### src/rtl/pipe_seq_pkg.sv
// Shared types and constants for pipeline_sequencer: FSM state encoding,
// counter widths and the fixed control-output patterns.
package pipe_seq_pkg;

  localparam int unsigned CNT_W  = 32;
  localparam int unsigned WAIT_W = 8;

  typedef enum logic [1:0] {
    IDLE,
    RUN,
    MEM_WAIT,
    HALT
  } seq_state_e;

  typedef struct packed {
    logic pc_write;
    logic if_stall;
    logic if_flush;
    logic noop;
    logic stall_all;
  } ctrl_t;

  localparam ctrl_t IDLE_CTRL   = '{pc_write: 1'b0, if_stall: 1'b1, if_flush: 1'b0,
                                    noop: 1'b1, stall_all: 1'b0};
  localparam ctrl_t RUN_CTRL    = '{pc_write: 1'b1, if_stall: 1'b0, if_flush: 1'b0,
                                    noop: 1'b0, stall_all: 1'b0};
  localparam ctrl_t FREEZE_CTRL = '{pc_write: 1'b0, if_stall: 1'b1, if_flush: 1'b0,
                                    noop: 1'b0, stall_all: 1'b1};

endpackage

### src/rtl/load_use_detect.sv
// Combinational load-use hazard detect: a load in EX whose destination
// (other than x0) is read by the instruction in ID.
module load_use_detect (
  input  logic       ex_mem_read_i,
  input  logic [4:0] ex_rd_i,
  input  logic [4:0] id_rs1_i,
  input  logic [4:0] id_rs2_i,
  output logic       hazard_o
);

  always_comb begin
    hazard_o = ex_mem_read_i && (ex_rd_i != 5'd0) &&
               ((ex_rd_i == id_rs1_i) || (ex_rd_i == id_rs2_i));
  end

endmodule

### src/rtl/pipeline_sequencer.sv
// Pipeline control sequencer: stall/flush/freeze arbitration with a data-memory
// timeout fault. Define PIPE_SEQ_PERF_CNT_EN to build the performance counters.
module pipeline_sequencer
  import pipe_seq_pkg::*;
#(
  parameter int unsigned MEM_TIMEOUT = 16
) (
  input  logic             clk_i,
  input  logic             rst_i,
  input  logic             start_i,
  input  logic [4:0]       ID_rs1_i,
  input  logic [4:0]       ID_rs2_i,
  input  logic [4:0]       EX_rd_i,
  input  logic             EX_MemRead_i,
  input  logic             branch_taken_i,
  input  logic             mem_busy_i,
  output logic             PCWrite_o,
  output logic             IF_stall_o,
  output logic             IF_flush_o,
  output logic             NoOp_o,
  output logic             stall_all_o,
  output logic             err_o,
  output logic [CNT_W-1:0] cycle_cnt_o,
  output logic [CNT_W-1:0] stall_cnt_o,
  output logic [CNT_W-1:0] flush_cnt_o
);

  localparam logic [WAIT_W-1:0] TIMEOUT_CNT = WAIT_W'(MEM_TIMEOUT);

  seq_state_e        state_q, state_d;
  logic [WAIT_W-1:0] wait_q, wait_d;
  ctrl_t             ctrl;
  logic              load_use;

  load_use_detect u_load_use_detect (
    .ex_mem_read_i (EX_MemRead_i),
    .ex_rd_i       (EX_rd_i),
    .id_rs1_i      (ID_rs1_i),
    .id_rs2_i      (ID_rs2_i),
    .hazard_o      (load_use)
  );

  always_comb begin
    state_d = state_q;
    wait_d  = wait_q;
    ctrl    = IDLE_CTRL;
    unique case (state_q)
      IDLE: begin
        if (start_i) state_d = RUN;
      end
      RUN: begin
        ctrl = RUN_CTRL;
        if (mem_busy_i) begin
          ctrl    = FREEZE_CTRL;
          wait_d  = WAIT_W'(1);
          state_d = MEM_WAIT;
        end else begin
          // Load-use outranks branch: stalling keeps the branch in ID, so no flush yet
          if (load_use) begin
            ctrl.pc_write = 1'b0;
            ctrl.if_stall = 1'b1;
            ctrl.noop     = 1'b1;
          end else if (branch_taken_i) begin
            ctrl.if_flush = 1'b1;
          end
          if (!start_i) state_d = IDLE;
        end
      end
      MEM_WAIT: begin
        ctrl = FREEZE_CTRL;
        if (!mem_busy_i) begin
          wait_d  = '0;
          state_d = RUN;
        end else if (wait_q == TIMEOUT_CNT) begin
          state_d = HALT;
        end else begin
          wait_d = wait_q + WAIT_W'(1);
        end
      end
      HALT: begin
        ctrl = FREEZE_CTRL;
      end
      default: begin
        state_d = IDLE;
      end
    endcase
  end

  always_ff @(posedge clk_i or posedge rst_i) begin
    if (rst_i) begin
      state_q <= IDLE;
      wait_q  <= '0;
    end else begin
      state_q <= state_d;
      wait_q  <= wait_d;
    end
  end

  assign PCWrite_o   = ctrl.pc_write;
  assign IF_stall_o  = ctrl.if_stall;
  assign IF_flush_o  = ctrl.if_flush;
  assign NoOp_o      = ctrl.noop;
  assign stall_all_o = ctrl.stall_all;
  assign err_o       = (state_q == HALT);

`ifdef PIPE_SEQ_PERF_CNT_EN
  logic [CNT_W-1:0] cycle_cnt_q, cycle_cnt_d;
  logic [CNT_W-1:0] stall_cnt_q, stall_cnt_d;
  logic [CNT_W-1:0] flush_cnt_q, flush_cnt_d;

  always_comb begin
    cycle_cnt_d = cycle_cnt_q;
    stall_cnt_d = stall_cnt_q;
    flush_cnt_d = flush_cnt_q;
    if (state_q != IDLE) cycle_cnt_d = cycle_cnt_q + CNT_W'(1);
    if (((state_q == RUN) || (state_q == MEM_WAIT)) && !ctrl.pc_write)
      stall_cnt_d = stall_cnt_q + CNT_W'(1);
    if (ctrl.if_flush) flush_cnt_d = flush_cnt_q + CNT_W'(1);
  end

  always_ff @(posedge clk_i or posedge rst_i) begin
    if (rst_i) begin
      cycle_cnt_q <= '0;
      stall_cnt_q <= '0;
      flush_cnt_q <= '0;
    end else begin
      cycle_cnt_q <= cycle_cnt_d;
      stall_cnt_q <= stall_cnt_d;
      flush_cnt_q <= flush_cnt_d;
    end
  end

  assign cycle_cnt_o = cycle_cnt_q;
  assign stall_cnt_o = stall_cnt_q;
  assign flush_cnt_o = flush_cnt_q;
`else
  assign cycle_cnt_o = '0;
  assign stall_cnt_o = '0;
  assign flush_cnt_o = '0;
`endif

endmodule

### config.mk
export PLATFORM = sky130hd
export DESIGN_NAME = pipeline_sequencer
export DESIGN_NICKNAME = d
export VERILOG_FILES = /design/src/rtl/pipe_seq_pkg.sv /design/src/rtl/load_use_detect.sv /design/src/rtl/pipeline_sequencer.sv
export SDC_FILE = /design/constraint.sdc
export NUM_CORES = 1
export LEC_CHECK = 0
export CAP_MARGIN = 20
export CORE_ASPECT_RATIO = 1.5
export CORE_MARGIN = 3
export CORE_UTILIZATION = 38
export CTS_BUF_LIST = sky130_fd_sc_hd__clkbuf_8
export CTS_CLUSTER_DIAMETER = 100
export DETAILED_ROUTE_END_ITERATION = 16
export PLACE_DENSITY_LB_ADDON = 0.05
export SLEW_MARGIN = 25
export SYNTH_ARGS = -nofsm -noshare
export SYNTH_HDL_FRONTEND = slang
export SYNTH_SLANG_ARGS = --single-unit
export TNS_END_PERCENT = 5
### constraint.sdc
create_clock -name clk_i -period 4.7 [get_ports clk_i]
set_input_delay 0.94 -clock clk_i [delete_from_list [all_inputs] [get_ports clk_i]]
set_output_delay 0.94 -clock clk_i [all_outputs]
set_load 0.01 [all_outputs]
==> impl_results.md, run 1 <==
* Clock Sink Count at 10
* Hold_buf cts at 0
* Fmax at 0.258 GHz
* Finished Cell Area at about 1600 µm²
* # IOs at 123
* Combinational Power Share at 63.2%
* Hold path depth at 1
* Setup crit end kind: output pin
* Placed Cells at ~270
* Largest net degree at the start of global routing at 11
* CTS resizes at 0
* Post-synth EDFFs at 0
* Post-synthesis cell type count at 38
* Top post-synthesis cells by area: buf_4 44%, dfrtp_1 15%, ha_1 6.8%
* # nets final at about 260
* Port Buf Inserts at 26
* Average cell area after synthesis at 8.32 µm²
* First-pass GRT wire length at between 4000 and 5000 µm
* Clk root buf: clkbuf_8
* Pins Over Slew Limit at 0
* Number of global-route vias before repair at 904
* Initial core utilization at between 40% and 50%
* Min Tclk post-route at 3.87 ns
* Buf+Inv Stages, Crit Path at 2
* Setup slack, reg-to-reg at 2.70 ns
* Total routed wirelength at 3000 µm
* Final worst slack at around 0.83 ns
* Antenna diodes at 0
* Min-delay src: wait_q[4]
* HP Class: flop to flop
* Crit path max-delay cell type: or4_1
* #FFs+latches synth at 10
* Final cell count without fillers at around 270
* Detailed Routing Iterations Pass 1 at 4
* Placer congestion estimate at between 0.7 and 0.8
* Initial DRC count at 28
* Clock share of power at 15.3%
* Antenna viol nets, final at 0
* CTS tree: yes
* Gr ovfl total at 0
* Lkg Pwr at 0.819 nW
* Crit Path Class: input port to output pin
* Seq/Total Area, Yosys at 15.1%
* Net load switching power at 0.238 mW
* Crit Path Max Fanout at 4
* Max incr delay on CP at 0.53 ns
* Final Skew at 0.000429 ns
* Switching share of power at between 40% and 50%
* CP top delay family: buffers and inverters
* Reg2Reg Depth at 6
* Worst Path Required at around 3.8 ns
* Max-Cap Viols at 0
* Yosys warns at 0
* Routed vias/inst at 3.96
* Placed Area at 1570 µm²
* DRC errors left at 0
* Clk slew on worst S/H paths at roughly 0.04 ns
* Final setup fails at 0
* Worst slack, placed at between 0.8 and 0.9 ns
* RSZ-0062 raised after global routing: false
* Maximum VDD drop at 0.203 mV
* Routed WL per cell at 11.2 µm
* Synth top area share at 44.0%
* Gr usage total at 10.6%
* Via count at 1064
* Layout cells sized above 1 at 4.46%
* R2r startpoint: state_q[0]
* Final period util at 82.4%
* Min-Delay Endpoint: wait_q[4]
* RR Endpoint: wait_q[5]
* Most frequent CP cell: clkdlybuf4s50_1
* HPWL Detailed at 2630 µm
* # rows at 28
* TNS Setup at 0 ns
* Post-synthesis cell area at 1660 µm²
* Mapped Cells at 199
* Worst path arrival time at 2.93 ns
* Die X at 59.9 µm
* Die Area at approximately 5200 µm²
* Chip height at 86.9 µm
* Top FF cell, synth: dfrtp_1
* Fill count at 443
* CP Cell Sequence: clkdlybuf4s50_1 > or4_1 > o21a_1 > a32o_1 > clkdlybuf4s50_1
* Post-CTS Repair Setup Buffers at 0
* Core area at around 4100 µm²
* Internal Power at approximately 0.32 mW
* H-tree levels at 1
* Status: finished clean
* Sequential Power Share at between 20 and 25%
* Tot Pwr at 0.558 mW
* Pwr per Cell Area at 346 nW/µm²
* Yosys top cell by area: buf_4
* Num CTS Buffers at 3
* Synth-to-layout area growth at -2.49%
* Final Hold Viols at 0
* Asr flop ratio synth at 100%
* Initial antenna violation count at 0
* Startpoint Class: input port
* Clk_lat worst skew at 0.23 ns
* Clock Tree Buf Depth at 2
Yosys cell counts, types with 2 or more instances:
library cell,count
buf_4,97
nor2b_1,2
mux2i_1,2
nand3_1,5
clkbuf_8,2
nand2_1,6
inv_1,7
dfrtp_1,10
a21oi_1,8
ha_1,9
o21ai_0,3
nor2_1,8
xnor2_1,12
o31ai_1,2
nand3b_1,2
or4_1,2
cells by family (layout without fill, tap and decap cells):
| family | count (synthesis) | count (layout) | share of synthesized area, % |
|---|---|---|---|
| simple gates | 32 | 32 | 11.7 |
| xor+xnor | 12 | 12 | 6.34 |
| compound gates | 26 | 26 | 10.6 |
| other cells | 1 | 96 | 0.226 |
| flops | 10 | 10 | 15.1 |
| buf+inv | 106 | 36 | 47.2 |
| mux | 3 | 3 | 2.04 |
| fa+ha+maj | 9 | 9 | 6.80 |
worst reg2reg max path: cells and delay by family (launching register included):
kind,cells,cell delay [ns]
simple gates,1,0.54
flops,1,0.42
fa+ha+maj,1,0.36
mux,1,0.23
compound gates,2,0.23
buf+inv,1,0.15
sequential cells by signal (all words and copies together) (netlist names):
register / cells
state_q: 2
wait_q: 8
per-layer routing:
| layer | vias up | track usage, % | share of wire [%] |
|---|---|---|---|
| li1 | 509 | - | - |
| met1 | 480 | 10.6 | 30 |
| met2 | 70 | 20.9 | 56 |
| met3 | 5 | 0.890 | 12 |
| met4 | 0 | 4.84 | 1.7 |
| met5 | - | 0 | 0 |
cell usage in the layout, fill, tap and decap left out, types with 2 or more instances in the layout:
| master | n |
|---|---|
| conb_1 | 96 |
| clkdlybuf4s50_1 | 26 |
| xnor2_1 | 12 |
| dfrtp_1 | 10 |
| ha_1 | 9 |
| a21oi_1 | 8 |
| nor2_1 | 8 |
| inv_1 | 7 |
| nand2_1 | 6 |
| nand3_1 | 5 |
| o21ai_0 | 3 |
| clkbuf_8 | 3 |
| nor2b_1 | 2 |
| o31ai_1 | 2 |
| or4_1 | 2 |
| mux2i_1 | 2 |
| nand3b_1 | 2 |
through the flow:
stage	util, %	hold slack [ns]
2_1_floorplan	-	0.480
3_3_place_gp	38.7	0.522
3_5_place_dp	38.7	0.523
4_1_cts	39.7	0.529
5_1_grt	39.7	0.560
6_report	39.7	0.524
layout make-up:
| class | instances | area, µm² | area share (%) |
|---|---|---|---|
| clock buffers | 3 | 41.3 | 2.56 |
| flip-flops and latches | 10 | 250 | 15.5 |
| multi-input cells | 178 | 981 | 60.7 |
| repair buffers | 26 | 260 | 16.1 |
| inverters | 7 | 26.3 | 1.63 |
| well taps | 45 | 56.3 | 3.49 |
power by group through the flow:
stage | Sequential, mW | Combinational (mW) | Clock, mW
2_1_floorplan | 0.117 | 0.311 | 0
3_3_place_gp | 0.121 | 0.352 | 0
3_5_place_dp | 0.121 | 0.354 | 0
4_1_cts | 0.120 | 0.356 | 0.0904
5_1_grt | 0.123 | 0.393 | 0.0956
6_report | 0.120 | 0.353 | 0.0857
worst max path at each step:
stage / from / endpoint / slack, ns / depth (start not counted)
after floorplan: EX_rd_i[1] / NoOp_o / 1.82 / 3
after CTS: EX_rd_i[1] / NoOp_o / 0.83 / 5
after global routing: EX_rd_i[2] / NoOp_o / 0.77 / 5
after global placement: EX_rd_i[1] / NoOp_o / 0.84 / 5
after detailed placement: EX_rd_i[1] / NoOp_o / 0.84 / 5
final: EX_rd_i[2] / NoOp_o / 0.83 / 5
Power figures use the tool's default switching activity.
==> run 2, diff against run 1 <==
--- a/config.mk
+++ b/config.mk
@@ -8,7 +8,7 @@
 export CAP_MARGIN = 20
 export CORE_ASPECT_RATIO = 1.5
 export CORE_MARGIN = 3
-export CORE_UTILIZATION = 38
+export CORE_UTILIZATION = 36
 export CTS_BUF_LIST = sky130_fd_sc_hd__clkbuf_8
 export CTS_CLUSTER_DIAMETER = 100
 export DETAILED_ROUTE_END_ITERATION = 16
==> constraint.sdc (replaced) <==
create_clock -name clk_i -period 3.8 [get_ports clk_i]
set_input_delay 0.76 -clock clk_i [delete_from_list [all_inputs] [get_ports clk_i]]
set_output_delay 0.76 -clock clk_i [all_outputs]
set_load 0.01 [all_outputs]
==> run 2 against run 1 <==
Against the previous run:
- total power is 25% higher
- non-clock buffer count unchanged
- combinational power grew 24%
- largest cell class unchanged
==> impl_results.md, run 2 (synthesized netlist as in run 1, its figures left out) <==
* Switching share of power at 43.2%
* Clk root buf: clkbuf_8
* First-pass GRT wire length at 4420 µm
* Synth-to-layout area growth at -2.42%
* Final Skew at 0.00132 ns
* Gr ovfl total at 0
* Placer congestion estimate at 0.721
* Initial antenna violation count at 0
* Crit Path Class: input port to output pin
* HP Class: flop to flop
* RSZ-0062 raised after global routing: false
* HPWL Detailed at 2690 µm
* Num CTS Buffers at 3
* Top flop regs: wait_q (8), state_q (2)
* Startpoint Class: input port
* Worst path arrival time at 2.75 ns
* DRC errors left at 0
* Clk slew on worst S/H paths at 0.05 ns
* TNS Setup at 0 ns
* Placed Cells at approximately 270
* Final Hold Viols at 0
* Clock Tree Buf Depth at 2
* Final setup fails at 0
* Final period util at 92.5%
* Via count at 1051
* CTS resizes at 0
* Placed Area at between 1500 and 2000 µm²
* Number of global-route vias before repair at approximately 980
* # nets final at 256
* Routed WL per cell at 11.6 µm
* Commonest non-fill, non-tap cell in the layout: conb_1
* Hold_buf cts at 0
* Clock Sink Count at 10
* Setup crit end kind: output pin
* Lkg Pwr at 0.819 nW
* Combinational Power Share at 63.0%
* Port Buf Inserts at 26
* Post-CTS Repair Setup Buffers at 0
* Gr usage total at 10.6%
* Tot Pwr at ~0.7 mW
* Total routed wirelength at 3140 µm
* Die Area at ~5500 µm²
* Initial DRC count at 21
* Final core occ at 37.4%
* Final cell count without fillers at 270
* Min Tclk post-route at between 3 and 4 ns
* # IOs at 123
* Net load switching power at slightly above 0.3 mW
* Status: finished clean
* Clk_lat worst skew at 0.23 ns
* Antenna viol nets, final at 0
* Initial core utilization at 38.4%
* Maximum VDD drop at around 0.20 mV
* Most frequent cells in the layout: 96 x conb_1, 26 x clkdlybuf4s50_1, 12 x xnor2_1
* # rows at 29
* H-tree levels at 1
* Largest net degree at the start of global routing at 11
* Clock share of power at 15.8%
* Routed vias/inst at 3.89
* Fmax at 0.285 GHz
* Worst Path Required at 3.04 ns
* Chip height at about 90 µm
* Max-Cap Viols at 0
* CTS tree: yes
* Top reg by flops: wait_q
* Sequential Power Share at 21.2%
* Antenna diodes at 0
* Crit Path Max Fanout at 4
* Pwr per Cell Area at 432 nW/µm²
* Number of flip-flops in the largest register at 8
* Layout cells sized above 1 at under 10%
* Finished Cell Area at about 1600 µm²
* Internal Power at 0.396 mW
* Die X at 61.4 µm
* Detailed Routing Iterations Pass 1 at 4
* Core area at 4320 µm²
* Pins Over Slew Limit at 0
[run 2: worst max-delay path: stages]
cell and delay (ns):
clkdlybuf4s50_1 0.48, or4_1 0.54, o21a_1 0.23, a32o_1 0.27
clkdlybuf4s50_1 0.48
[run 2: metal layers]
| layer | up-vias | wire, µm | track usage, % | part of all wire [%] |
|---|---|---|---|---|
| met1 | 475 | 930 | 9.27 | 30 |
| met5 | - | 0 | 0 | 0 |
| met3 | 2 | 374 | 1.59 | 12 |
| met2 | 66 | 1810 | 22.4 | 58 |
| li1 | 508 | - | - | - |
| met4 | 0 | 17 | 4.05 | 0.54 |
[run 2: power by group through the flow]
stage | Sequential (mW) | Clock (mW) | Combinational, mW
detailed placement | 0.150 | 0 | 0.438
CTS | 0.148 | 0.114 | 0.442
global placement | 0.150 | 0 | 0.438
floorplan | 0.145 | 0 | 0.384
global route | 0.151 | 0.116 | 0.497
finish | 0.148 | 0.110 | 0.439
[run 2: stage by stage]
stage / setup WS [ns] / hold WS, ns
6_report: 0.285 / 0.542
5_1_grt: 0.246 / 0.584
2_1_floorplan: 1.28 / 0.480
4_1_cts: 0.278 / 0.534
3_5_place_dp: 0.286 / 0.527
3_3_place_gp: 0.302 / 0.521
[run 2: cell type report]
class | count | area [µm²]
Inverter | 7 | 26.3
Clock buffer | 3 | 41.3
Sequential cell | 10 | 250
Tap cell | 46 | 57.6
Fill cell | 466 | 2700
Multi-Input combinational cell | 178 | 981
Timing Repair Buffer | 26 | 260
[run 2: worst paths after layout]
| kind | startpoint | to | slack [ns] | cells after the start |
|---|---|---|---|---|
| setup reg to reg | state_q[0] | wait_q[5] | 1.79 | 6 |
| hold / removal | wait_q[4] | wait_q[4] | 0.54 | 1 |
| hold reg to reg | wait_q[4] | wait_q[4] | 0.54 | 1 |
| setup / recovery | EX_rd_i[1] | NoOp_o | 0.29 | 5 |
| max in group asynchronous | rst_i | wait_q[2] | 2.68 | 2 |
| min in group asynchronous | rst_i | state_q[0] | 0.82 | 2 |
==> run 3, diff against run 2 <==
--- a/config.mk
+++ b/config.mk
@@ -13,6 +13,7 @@
 export CTS_CLUSTER_DIAMETER = 100
 export DETAILED_ROUTE_END_ITERATION = 16
 export PLACE_DENSITY_LB_ADDON = 0.05
+export SETUP_SLACK_MARGIN = 0.1
 export SLEW_MARGIN = 25
 export SYNTH_ARGS = -nofsm -noshare
 export SYNTH_HDL_FRONTEND = slang
==> results of run 3 <==
Final layout, timing and power as in run 2 (identical DEF).
==> RTL edit (settings of run 3) <==
Add a define of `PIPE_SEQ_PERF_CNT_EN`.
--- a/src/rtl/pipeline_sequencer.sv
+++ b/src/rtl/pipeline_sequencer.sv
@@ -1,4 +1,6 @@
 // Pipeline control sequencer: stall/flush/freeze arbitration with a data-memory
 // timeout fault. Define PIPE_SEQ_PERF_CNT_EN to build the performance counters.
+`define PIPE_SEQ_PERF_CNT_EN
+
 module pipeline_sequencer
   import pipe_seq_pkg::*;
Function: changed (a bounded check fails within 4 cycles, from zero or initial values and one cycle with rst_i high).
==> RTL edit against run 3 <==
Critical path depth is 1 higher; wire length grew to 4.1 times the old value; worst setup slack lost 130 ps; count of clock-buffer cells in the layout is 6 higher; register-to-register slack worse by 580 ps; sequential cell count up 96; design area rose to 4.3 times the old value; clock skew increased by 9.2 ps; maximum frequency shrank 3.7%; synthesized area increased to 3.2 times the old value; die area grew to 2.9 times the old value; utilization up 11 points; total power grew to 4.6 times the old value; critical path type unchanged; highest routed layer unchanged.
==> RTL edit: results (changes against run 3) <==
final WL 12,700 µm (+310%); clock insertion delay at the later pin of the skew report 360 ps (+130 ps); status complete, no violations; WL/cell 15.5 µm (+34%); met2 Use GR 28.5% (+6.1 points); GRT Util Overall 16.4% (+5.8 points); CTS clk-pin slew, worst paths 90 ps (+40 ps); vias per cell 4.95 (+27%); share of layout cells above drive strength 1 6.37% (+1.9 points); GP Congestion 0.758 (+5.1%); grt met1 use 20.2% (+11 points); Global Route met3 Usage 3.99% (+2.4 points); Worst R2R Path Depth 5 (-1); maximum level of the CTS H-tree 3 (+2); met2 wire length 6560 µm (+260%); Net Count, Synth 525; Comb group 0.00104 W (+140%); placed standard-cell area 0.00672 mm² (+330%); total CTS buffers 9 (+6); synth top area cells dfrtp_1, xnor2_1, xor2_1, nand3_1, nand4_1; cts repair resizes 1 (+1); clock network power consumption 0.000680 W (+520%); pre-CTS setup slack 78.4 ps (-207 ps); first-pass GRT wire length 21,800 µm (+390%); Leakage 2.87 nW (+250%); I/O Buffers 122 (+370%); Clock Skew 10.5 ps (+9.18 ps); sw frac 34.1% (-9.1 points); Max rail drop VDD 0.325 mV (+60%); n_diodes 0 (unchanged); number of global-route vias before repair 4,181 (+330%); final net count 655 (+160%); post-DP HPWL 9420 µm (+250%); placed cell count 805 (+200%); register area share after synthesis 50.7% (+36 points); arrival time worst endpoint 2890 ps (+140 ps); adder-cell share of the synthesized area 2.39% (-4.4 points); Detailed Route Iter0 Violations 131 (+520%); met3 wire length 649 µm (+74%); xor/xnor share of the synthesized area 17.7% (+11 points); slowest stage delay, CP 580 ps (+40 ps); Filler cells 1,332 (+190%); Distinct cells, synth 41 (+7.9%); clock power share 21.3% (+5.5 points); M1 WL 5380 µm (+480%); most frequent cells after synthesis dfrtp_1, xnor2_1, xor2_1, nand3_1, nand2_1; Synth Area in Compound Gates 3.58% (-7.0 points); largest net degree at the start of global routing 63 (+52)
RTL edit: cell types whose count changed in the layout (fill, tap and decap cells not counted), sizes merged, moves of 33 or more:
cell,before,now
dfrtp,10,106
nand3,5,38
xnor2,12,66
conb,96,0
xor2,0,40
clkdlybuf4s50,26,120
RTL edit: cell type report:
cell class	count	area, µm²	share of cell area (%)
multi-input cells	359	2460	35.6
inverters	16	62.6	0.906
repair buffers	132	1310	19.0
clock inverters	6	61.3	0.888
clock buffers	9	124	1.79
well taps	192	240	3.48
flip-flops and latches	106	2650	38.4
RTL edit: final timing paths:
kind | from | endpoint | slack (ps)
worst min-delay path | cycle_cnt_o[31] | cycle_cnt_o[31] | 470
max in group asynchronous | rst_i | flush_cnt_o[27] | 2180
worst min register to register | cycle_cnt_o[31] | cycle_cnt_o[31] | 470
worst max-delay path | EX_rd_i[0] | NoOp_o | 150
worst max register to register | stall_cnt_o[2] | stall_cnt_o[31] | 1210
min in group asynchronous | rst_i | cycle_cnt_o[29] | 900
